`src/rtl/matmul_pkg.sv`:
```
// Shared types and sizing helpers for the sequential matrix multiplier.
package matmul_pkg;

  typedef enum logic [1:0] {
    StIdle,
    StMac,
    StDone
  } state_e;

  localparam int unsigned DefMatSize = 2;
  localparam int unsigned DefDatSize = 8;

  // Wide enough that a full non-accumulating dot product never overflows.
  function automatic int unsigned acc_width(input int unsigned n, input int unsigned d);
    return 2 * d + $clog2(n);
  endfunction

endpackage

```
`src/rtl/matmul_if.sv`:
```
// Operand/result bus and start/busy/done handshake of the matrix multiplier.
interface matmul_if
  import matmul_pkg::*;
#(
  parameter int unsigned MAT_SIZE = DefMatSize,
  parameter int unsigned DAT_SIZE = DefDatSize,
  parameter int unsigned ACC_SIZE = acc_width(MAT_SIZE, DAT_SIZE)
);

  logic                                             start;
  logic                                             signed_mode;
  logic                                             acc_mode;
  logic [MAT_SIZE-1:0][MAT_SIZE-1:0][DAT_SIZE-1:0] mat_A;
  logic [MAT_SIZE-1:0][MAT_SIZE-1:0][DAT_SIZE-1:0] mat_B;
  logic [MAT_SIZE-1:0][MAT_SIZE-1:0][ACC_SIZE-1:0] mat_C;
  logic                                             busy;
  logic                                             done;

  modport master (
    output start, signed_mode, acc_mode, mat_A, mat_B,
    input  mat_C, busy, done
  );

  modport slave (
    input  start, signed_mode, acc_mode, mat_A, mat_B,
    output mat_C, busy, done
  );

endinterface

```
`src/rtl/matmul_mac.sv`:
```
// Combinational multiply-add with per-run sign or zero extension of both operands.
module matmul_mac #(
  parameter int unsigned DAT_SIZE = 8,
  parameter int unsigned ACC_SIZE = 17
) (
  input  logic [DAT_SIZE-1:0] op_a,
  input  logic [DAT_SIZE-1:0] op_b,
  input  logic [ACC_SIZE-1:0] acc_in,
  input  logic                signed_mode,
  output logic [ACC_SIZE-1:0] acc_out
);

  logic [ACC_SIZE-1:0] ext_a;
  logic [ACC_SIZE-1:0] ext_b;

  // Truncated product of extended operands is exact modulo 2^ACC_SIZE in both modes.
  always_comb begin
    ext_a   = {{(ACC_SIZE - DAT_SIZE){signed_mode & op_a[DAT_SIZE-1]}}, op_a};
    ext_b   = {{(ACC_SIZE - DAT_SIZE){signed_mode & op_b[DAT_SIZE-1]}}, op_b};
    acc_out = acc_in + ext_a * ext_b;
  end

endmodule

```
`src/rtl/matmul_seq.sv`:
```
// Sequential N x N matrix multiplier: one shared MAC walked over i, j, k (k innermost).
module matmul_seq
  import matmul_pkg::*;
#(
  parameter int unsigned MAT_SIZE = DefMatSize,
  parameter int unsigned DAT_SIZE = DefDatSize,
  parameter int unsigned ACC_SIZE = acc_width(MAT_SIZE, DAT_SIZE)
) (
  input logic     clk,
  input logic     rst_n,
  matmul_if.slave bus
);

  localparam int unsigned IdxW = $clog2(MAT_SIZE);
  localparam logic [IdxW-1:0] Last = IdxW'(MAT_SIZE - 1);

  typedef logic [MAT_SIZE-1:0][MAT_SIZE-1:0][DAT_SIZE-1:0] op_mat_t;
  typedef logic [MAT_SIZE-1:0][MAT_SIZE-1:0][ACC_SIZE-1:0] res_mat_t;

  state_e              state_q, state_d;
  logic [IdxW-1:0]     i_q, i_d, j_q, j_d, k_q, k_d;
  op_mat_t             a_q, a_d, b_q, b_d;
  logic                signed_q, signed_d, accm_q, accm_d;
  logic [ACC_SIZE-1:0] acc_q, acc_d, mac_out;
  res_mat_t            c_q, c_d;

  matmul_mac #(
    .DAT_SIZE(DAT_SIZE),
    .ACC_SIZE(ACC_SIZE)
  ) u_mac (
    .op_a       (a_q[i_q][k_q]),
    .op_b       (b_q[k_q][j_q]),
    .acc_in     (acc_q),
    .signed_mode(signed_q),
    .acc_out    (mac_out)
  );

  always_comb begin
    state_d  = state_q;
    i_d      = i_q;
    j_d      = j_q;
    k_d      = k_q;
    a_d      = a_q;
    b_d      = b_q;
    signed_d = signed_q;
    accm_d   = accm_q;
    acc_d    = acc_q;
    c_d      = c_q;
    unique case (state_q)
      StIdle: begin
        if (bus.start) begin
          state_d  = StMac;
          a_d      = bus.mat_A;
          b_d      = bus.mat_B;
          signed_d = bus.signed_mode;
          accm_d   = bus.acc_mode;
          i_d      = '0;
          j_d      = '0;
          k_d      = '0;
          acc_d    = '0;
        end
      end
      StMac: begin
        if (k_q == Last) begin
          // Dot product complete: retire it into C and move on in row-major order.
          c_d[i_q][j_q] = mac_out + (accm_q ? c_q[i_q][j_q] : '0);
          acc_d         = '0;
          k_d           = '0;
          if (j_q == Last) begin
            j_d = '0;
            if (i_q == Last) begin
              i_d     = '0;
              state_d = StDone;
            end else begin
              i_d = i_q + IdxW'(1);
            end
          end else begin
            j_d = j_q + IdxW'(1);
          end
        end else begin
          acc_d = mac_out;
          k_d   = k_q + IdxW'(1);
        end
      end
      StDone:  state_d = StIdle;
      default: state_d = StIdle;
    endcase
  end

  always_ff @(posedge clk or negedge rst_n) begin
    if (!rst_n) begin
      state_q  <= StIdle;
      i_q      <= '0;
      j_q      <= '0;
      k_q      <= '0;
      a_q      <= '0;
      b_q      <= '0;
      signed_q <= 1'b0;
      accm_q   <= 1'b0;
      acc_q    <= '0;
      c_q      <= '0;
    end else begin
      state_q  <= state_d;
      i_q      <= i_d;
      j_q      <= j_d;
      k_q      <= k_d;
      a_q      <= a_d;
      b_q      <= b_d;
      signed_q <= signed_d;
      accm_q   <= accm_d;
      acc_q    <= acc_d;
      c_q      <= c_d;
    end
  end

  assign bus.mat_C = c_q;
  assign bus.busy  = (state_q == StMac);
  assign bus.done  = (state_q == StDone);

endmodule

```
`src/flat_wrapper.sv`:
```
// flat-port wrapper written by rule: the top's interface ports become plain ports
module matmul_seq_flat import matmul_pkg::*;
#(
  parameter int unsigned MAT_SIZE = DefMatSize,
  parameter int unsigned DAT_SIZE = DefDatSize,
  parameter int unsigned ACC_SIZE = acc_width(MAT_SIZE, DAT_SIZE)
)
  (clk, rst_n, bus_start, bus_signed_mode, bus_acc_mode, bus_mat_A, bus_mat_B, bus_mat_C, bus_busy, bus_done);
  matmul_if #(.MAT_SIZE(MAT_SIZE), .DAT_SIZE(DAT_SIZE), .ACC_SIZE(ACC_SIZE)) bus_i ();
  input logic clk;
  input logic rst_n;
  input wire logic [$bits(bus_i.start)-1:0] bus_start;
  input wire logic [$bits(bus_i.signed_mode)-1:0] bus_signed_mode;
  input wire logic [$bits(bus_i.acc_mode)-1:0] bus_acc_mode;
  input wire logic [$bits(bus_i.mat_A)-1:0] bus_mat_A;
  input wire logic [$bits(bus_i.mat_B)-1:0] bus_mat_B;
  output wire logic [$bits(bus_i.mat_C)-1:0] bus_mat_C;
  output wire logic [$bits(bus_i.busy)-1:0] bus_busy;
  output wire logic [$bits(bus_i.done)-1:0] bus_done;
  assign bus_i.start = bus_start;
  assign bus_i.signed_mode = bus_signed_mode;
  assign bus_i.acc_mode = bus_acc_mode;
  assign bus_i.mat_A = bus_mat_A;
  assign bus_i.mat_B = bus_mat_B;
  assign bus_mat_C = bus_i.mat_C;
  assign bus_busy = bus_i.busy;
  assign bus_done = bus_i.done;
  matmul_seq #(.MAT_SIZE(MAT_SIZE), .DAT_SIZE(DAT_SIZE), .ACC_SIZE(ACC_SIZE)) u_core (.clk(clk), .rst_n(rst_n), .bus(bus_i));
endmodule
```
`config.mk`:
```
export PLATFORM = sky130hd
export DESIGN_NAME = matmul_seq_flat
export DESIGN_NICKNAME = d
export VERILOG_FILES = /design/src/rtl/matmul_pkg.sv /design/src/rtl/matmul_if.sv /design/src/rtl/matmul_mac.sv /design/src/rtl/matmul_seq.sv /design/src/flat_wrapper.sv
export SDC_FILE = /design/constraint.sdc
export NUM_CORES = 1
export LEC_CHECK = 0
export BUFFER_PORTS_ARGS = -buffer_cell sky130_fd_sc_hd__buf_2
export CORE_ASPECT_RATIO = 1.2
export CORE_UTILIZATION = 64
export DETAILED_ROUTE_END_ITERATION = 7
export PLACE_DENSITY = 0.91
export SLEW_MARGIN = 15
export SYNTH_ARGS = -nofsm -noshare
export SYNTH_HDL_FRONTEND = slang
export SYNTH_HIERARCHICAL = 1
export SYNTH_SLANG_ARGS = --single-unit
```
`constraint.sdc`:
```
create_clock -name clk -period 23.5 [get_ports clk]
set_input_delay 4.7 -clock clk [delete_from_list [all_inputs] [get_ports clk]]
set_output_delay 4.7 -clock clk [all_outputs]
set_load 0.005 [all_outputs]
```
==> run_results.csv <==
group,metric,value,unit
yosys,synth_warnings,6,
clocking,clk_path_buf_depth,2,
worst_setup_path,r2r-end,"u_core/bus.mat_C[65]",
floorplanning,coreArea,0.01705,mm^2
sta,fin_setup_tns,0,ps
detailed_routing,num_vias,8751,
hold_path,hp-class,"flip-flop to flip-flop",
detailed_routing,finalWirelength,29.96,mm
yosys,synth-seq-cells,156,
floorplanning,initial_utilization,66.35,%
detailed_routing,drt_iter0_drc,830,
clocking,cts_tree,"built",
worst_setup_path,reg2reg_slack,14610,ps
detailed_routing,drc_errors,0,
yosys,ys_types,68,
clocking,cts_setup_buffers,0,
yosys,avgSynthCellArea,10.98,um^2
yosys,async_flop_share,100.0,%
grt,antenna_found_initial,0,
sta,finalMaxSlewViolations,0,
yosys,yosysSeqAreaShare,34.52,%
grt,grt_pass1_wl,48.96,mm
sta,finalSetupViolations,0,
floorplanning,die_y,147.6,um
floorplanning,dieArea,0.01821,mm^2
worst_setup_path,r2r_start,"u_core/k_q",
worst_setup_path,worstSetupPathType,"flip-flop to flip-flop",
cells_and_area,areaGrowthSynthToFinish,12.41,%
cells_and_area,diodes,0,
grt,grt_pass1_vias,9354,
sta,fin_crit,8893,ps
floorplanning,fp-row-count,52,
floorplanning,ios,139,
sta,whs,506.7,ps
clocking,worstSkewPairLatency,450,ps
grt,grt_max_degree,101,
cells_and_area,drive_gt1_share,27.71,%
hold_path,hold_path_depth,1,
place,dp_hpwl,20.97,mm
yosys,syn_nets,1240,
clocking,cts_buffers,17,
yosys,synthCells,1030,
place,gp_congestion,0.9432,
place,port_buffers,138,
yosys,ys.flop_type,"dfrtp_1",
flow_run,maxCapViolations,0,
sta,worstMarginPinSlew,1126,ps
worst_setup_path,cp_max_fo,22,
yosys,synth_edf_count,0,
sta,relSlewSlack,24.94,%
yosys,syn-cell-area,0.01131,mm^2
place,placed_cells,1339,
cells_and_area,fin_nets,1352,
clocking,cts_max_level,4,
cells_and_area,finalNonFillerCells,1371,
detailed_routing,via_per_inst,6.383,
worst_setup_path,endpoint_kind,"flip-flop",
grt,overflow,0,
floorplanning,die_x,123.4,um
hold_path,holdCritStartpoint,"u_core/a_q[12]",
cells_and_area,final_common_cell,"dfrtp_1",
sta,fmax,0.1124,GHz
clocking,postCtsResizedCells,0,
clocking,clkSinkCount,156,
run_status,status,"finished, final reports clean",
detailed_routing,first_pass_iters,6,
clocking,cts_hold_buf,0,
detailed_routing,ant_nets,0,
sta,period_share,37.84,%
worst_setup_path,cp.required,23880,ps
detailed_routing,wl_per_cell,21.85,um
clocking,cts-root-buf,"clkbuf_16",
sta,hold_viol,0,
worst_setup_path,reg2reg_depth,23,
sta,rsz0062_at_grt,"false",
clocking,clk_pin_slew,70,ps
worst_setup_path,worstPathArrival,9270,ps
hold_path,hold_end,"u_core/a_q[12]",
sta,skew,28.92,ps
grt,track_usage,36.16,%
cells_and_area,final_cell_mix,"155 x dfrtp_1, 142 x nand2_1, 137 x buf_2",
worst_setup_path,start_kind,"flip-flop",
through the flow:
step / util (%) / area [um^2] / setup WS [ps]
floorplan: - / 11310 / 15690
global placement: 71.08 / 12120 / 15230
global route: 74.58 / 12710 / 14220
finish: 74.58 / 12710 / 14610
detailed placement: 71.08 / 12120 / 14840
CTS: 74.58 / 12710 / 14670
worst max-delay path, stage by stage, from the launching register on:
cell and delay (ps):
dfrtp_1 1090, mux4_2 580, nand2_1 290, or2_2 390, fa_1 510, fa_1 560, inv_1 60, fa_1 520
fa_1 560, inv_1 70, fa_1 520, inv_1 40, ha_1 350, and4_1 180, a211oi_1 260, o21ai_1 210
a221oi_1 330, xnor2_1 150, ha_1 460, nand2_1 80, o21ai_1 230, mux2_2 370, nor4_1 710, mux2_2 300
cell usage after synthesis, drive strengths merged (2+ instances only):
| cell | count | area share (%) |
|---|---|---|
| a21boi | 4 | 0.27 |
| fa | 80 | 14 |
| a21oi | 17 | 0.82 |
| xnor2 | 25 | 1.9 |
| and4 | 6 | 0.49 |
| nor3b | 3 | 0.24 |
| o21bai | 3 | 0.20 |
| buf | 20 | 0.90 |
| a21o | 17 | 1.1 |
| inv | 105 | 3.5 |
| nor3 | 6 | 0.27 |
| o2111ai | 4 | 0.31 |
| a211o | 2 | 0.17 |
| a31o | 2 | 0.15 |
| ha | 61 | 6.7 |
| mux2 | 88 | 8.8 |
| a211oi | 7 | 0.46 |
| o211ai | 15 | 1.0 |
| a22o | 17 | 1.3 |
| or2 | 5 | 0.28 |
| nor2b | 5 | 0.28 |
| nor4 | 4 | 0.22 |
| nand2 | 142 | 4.7 |
| nand3 | 14 | 0.62 |
| and3 | 6 | 0.34 |
| nor2 | 15 | 0.50 |
| nand2b | 9 | 0.50 |
| o31ai | 4 | 0.27 |
| or3 | 6 | 0.33 |
| o21a | 4 | 0.27 |
| xor2 | 7 | 0.54 |
| a221oi | 3 | 0.29 |
| o21ai | 23 | 1.0 |
| mux4 | 33 | 6.6 |
| dfrtp | 156 | 35 |
| clkbuf | 33 | 1.1 |
| nand4 | 4 | 0.28 |
| and2 | 59 | 3.3 |
| a2111oi | 2 | 0.21 |
how the worst max path moves through the flow:
stage	startpoint	end	slack, ps	cells past startpoint
global placement	u_core/i_q	u_core/bus.mat_C[31]	15230	22
finish	u_core/k_q	u_core/bus.mat_C[65]	14610	23
global route	u_core/k_q	u_core/bus.mat_C[65]	14220	23
CTS	u_core/k_q	u_core/bus.mat_C[65]	14670	23
floorplan	u_core/j_q	u_core/bus.mat_C[14]	15690	28
detailed placement	u_core/k_q	u_core/bus.mat_C[48]	14840	23
final cells by class:
class                      count  area (um^2)
fill                        1044         4333
timing repair buffer         146        757.0
inverter                     106        397.9
multi-input combinational    715         6787
clock buffer                  17        425.4
clock inverter                15        171.4
tap                          216        270.3
sequential                   156         3905
logic make-up (layout without fill, tap and decap cells):
group / after synthesis / count (layout) / synth area share [%]
flip-flops: 156 / 156 / 34.52
adder cells (fa/ha/maj): 141 / 141 / 20.91
XOR/XNOR: 32 / 32 / 2.478
AND/OR/NAND/NOR: 288 / 288 / 12.63
AO/OA/AOI/OAI: 133 / 133 / 8.596
multiplexers: 121 / 121 / 15.33
buffers and inverters: 159 / 284 / 5.531
flip-flops by register name, summed over array words and instances (netlist names):
signal and count:
u_core/a_q 32, u_core/k_q 1, u_core/acc_q 17, u_core/accm_q 1, u_core/i_q 1, u_core/j_q 1, u_core/bus.mat_C 68, u_core/state_q 2
u_core/b_q 32, u_core/signed_q 1
per-layer routing:
metal / track usage (%) / share of wire (%) / up-vias
li1: - / - / 3747
met5: 0 / 0 / -
met2: 59.08 / 51 / 507
met1: 45.22 / 36 / 4371
met4: 18.73 / 4.5 / 0
met3: 7.562 / 7.9 / 126
Power is not shown: default switching activity piles up to over one toggle a cycle in this logic, so the estimate is an artifact.
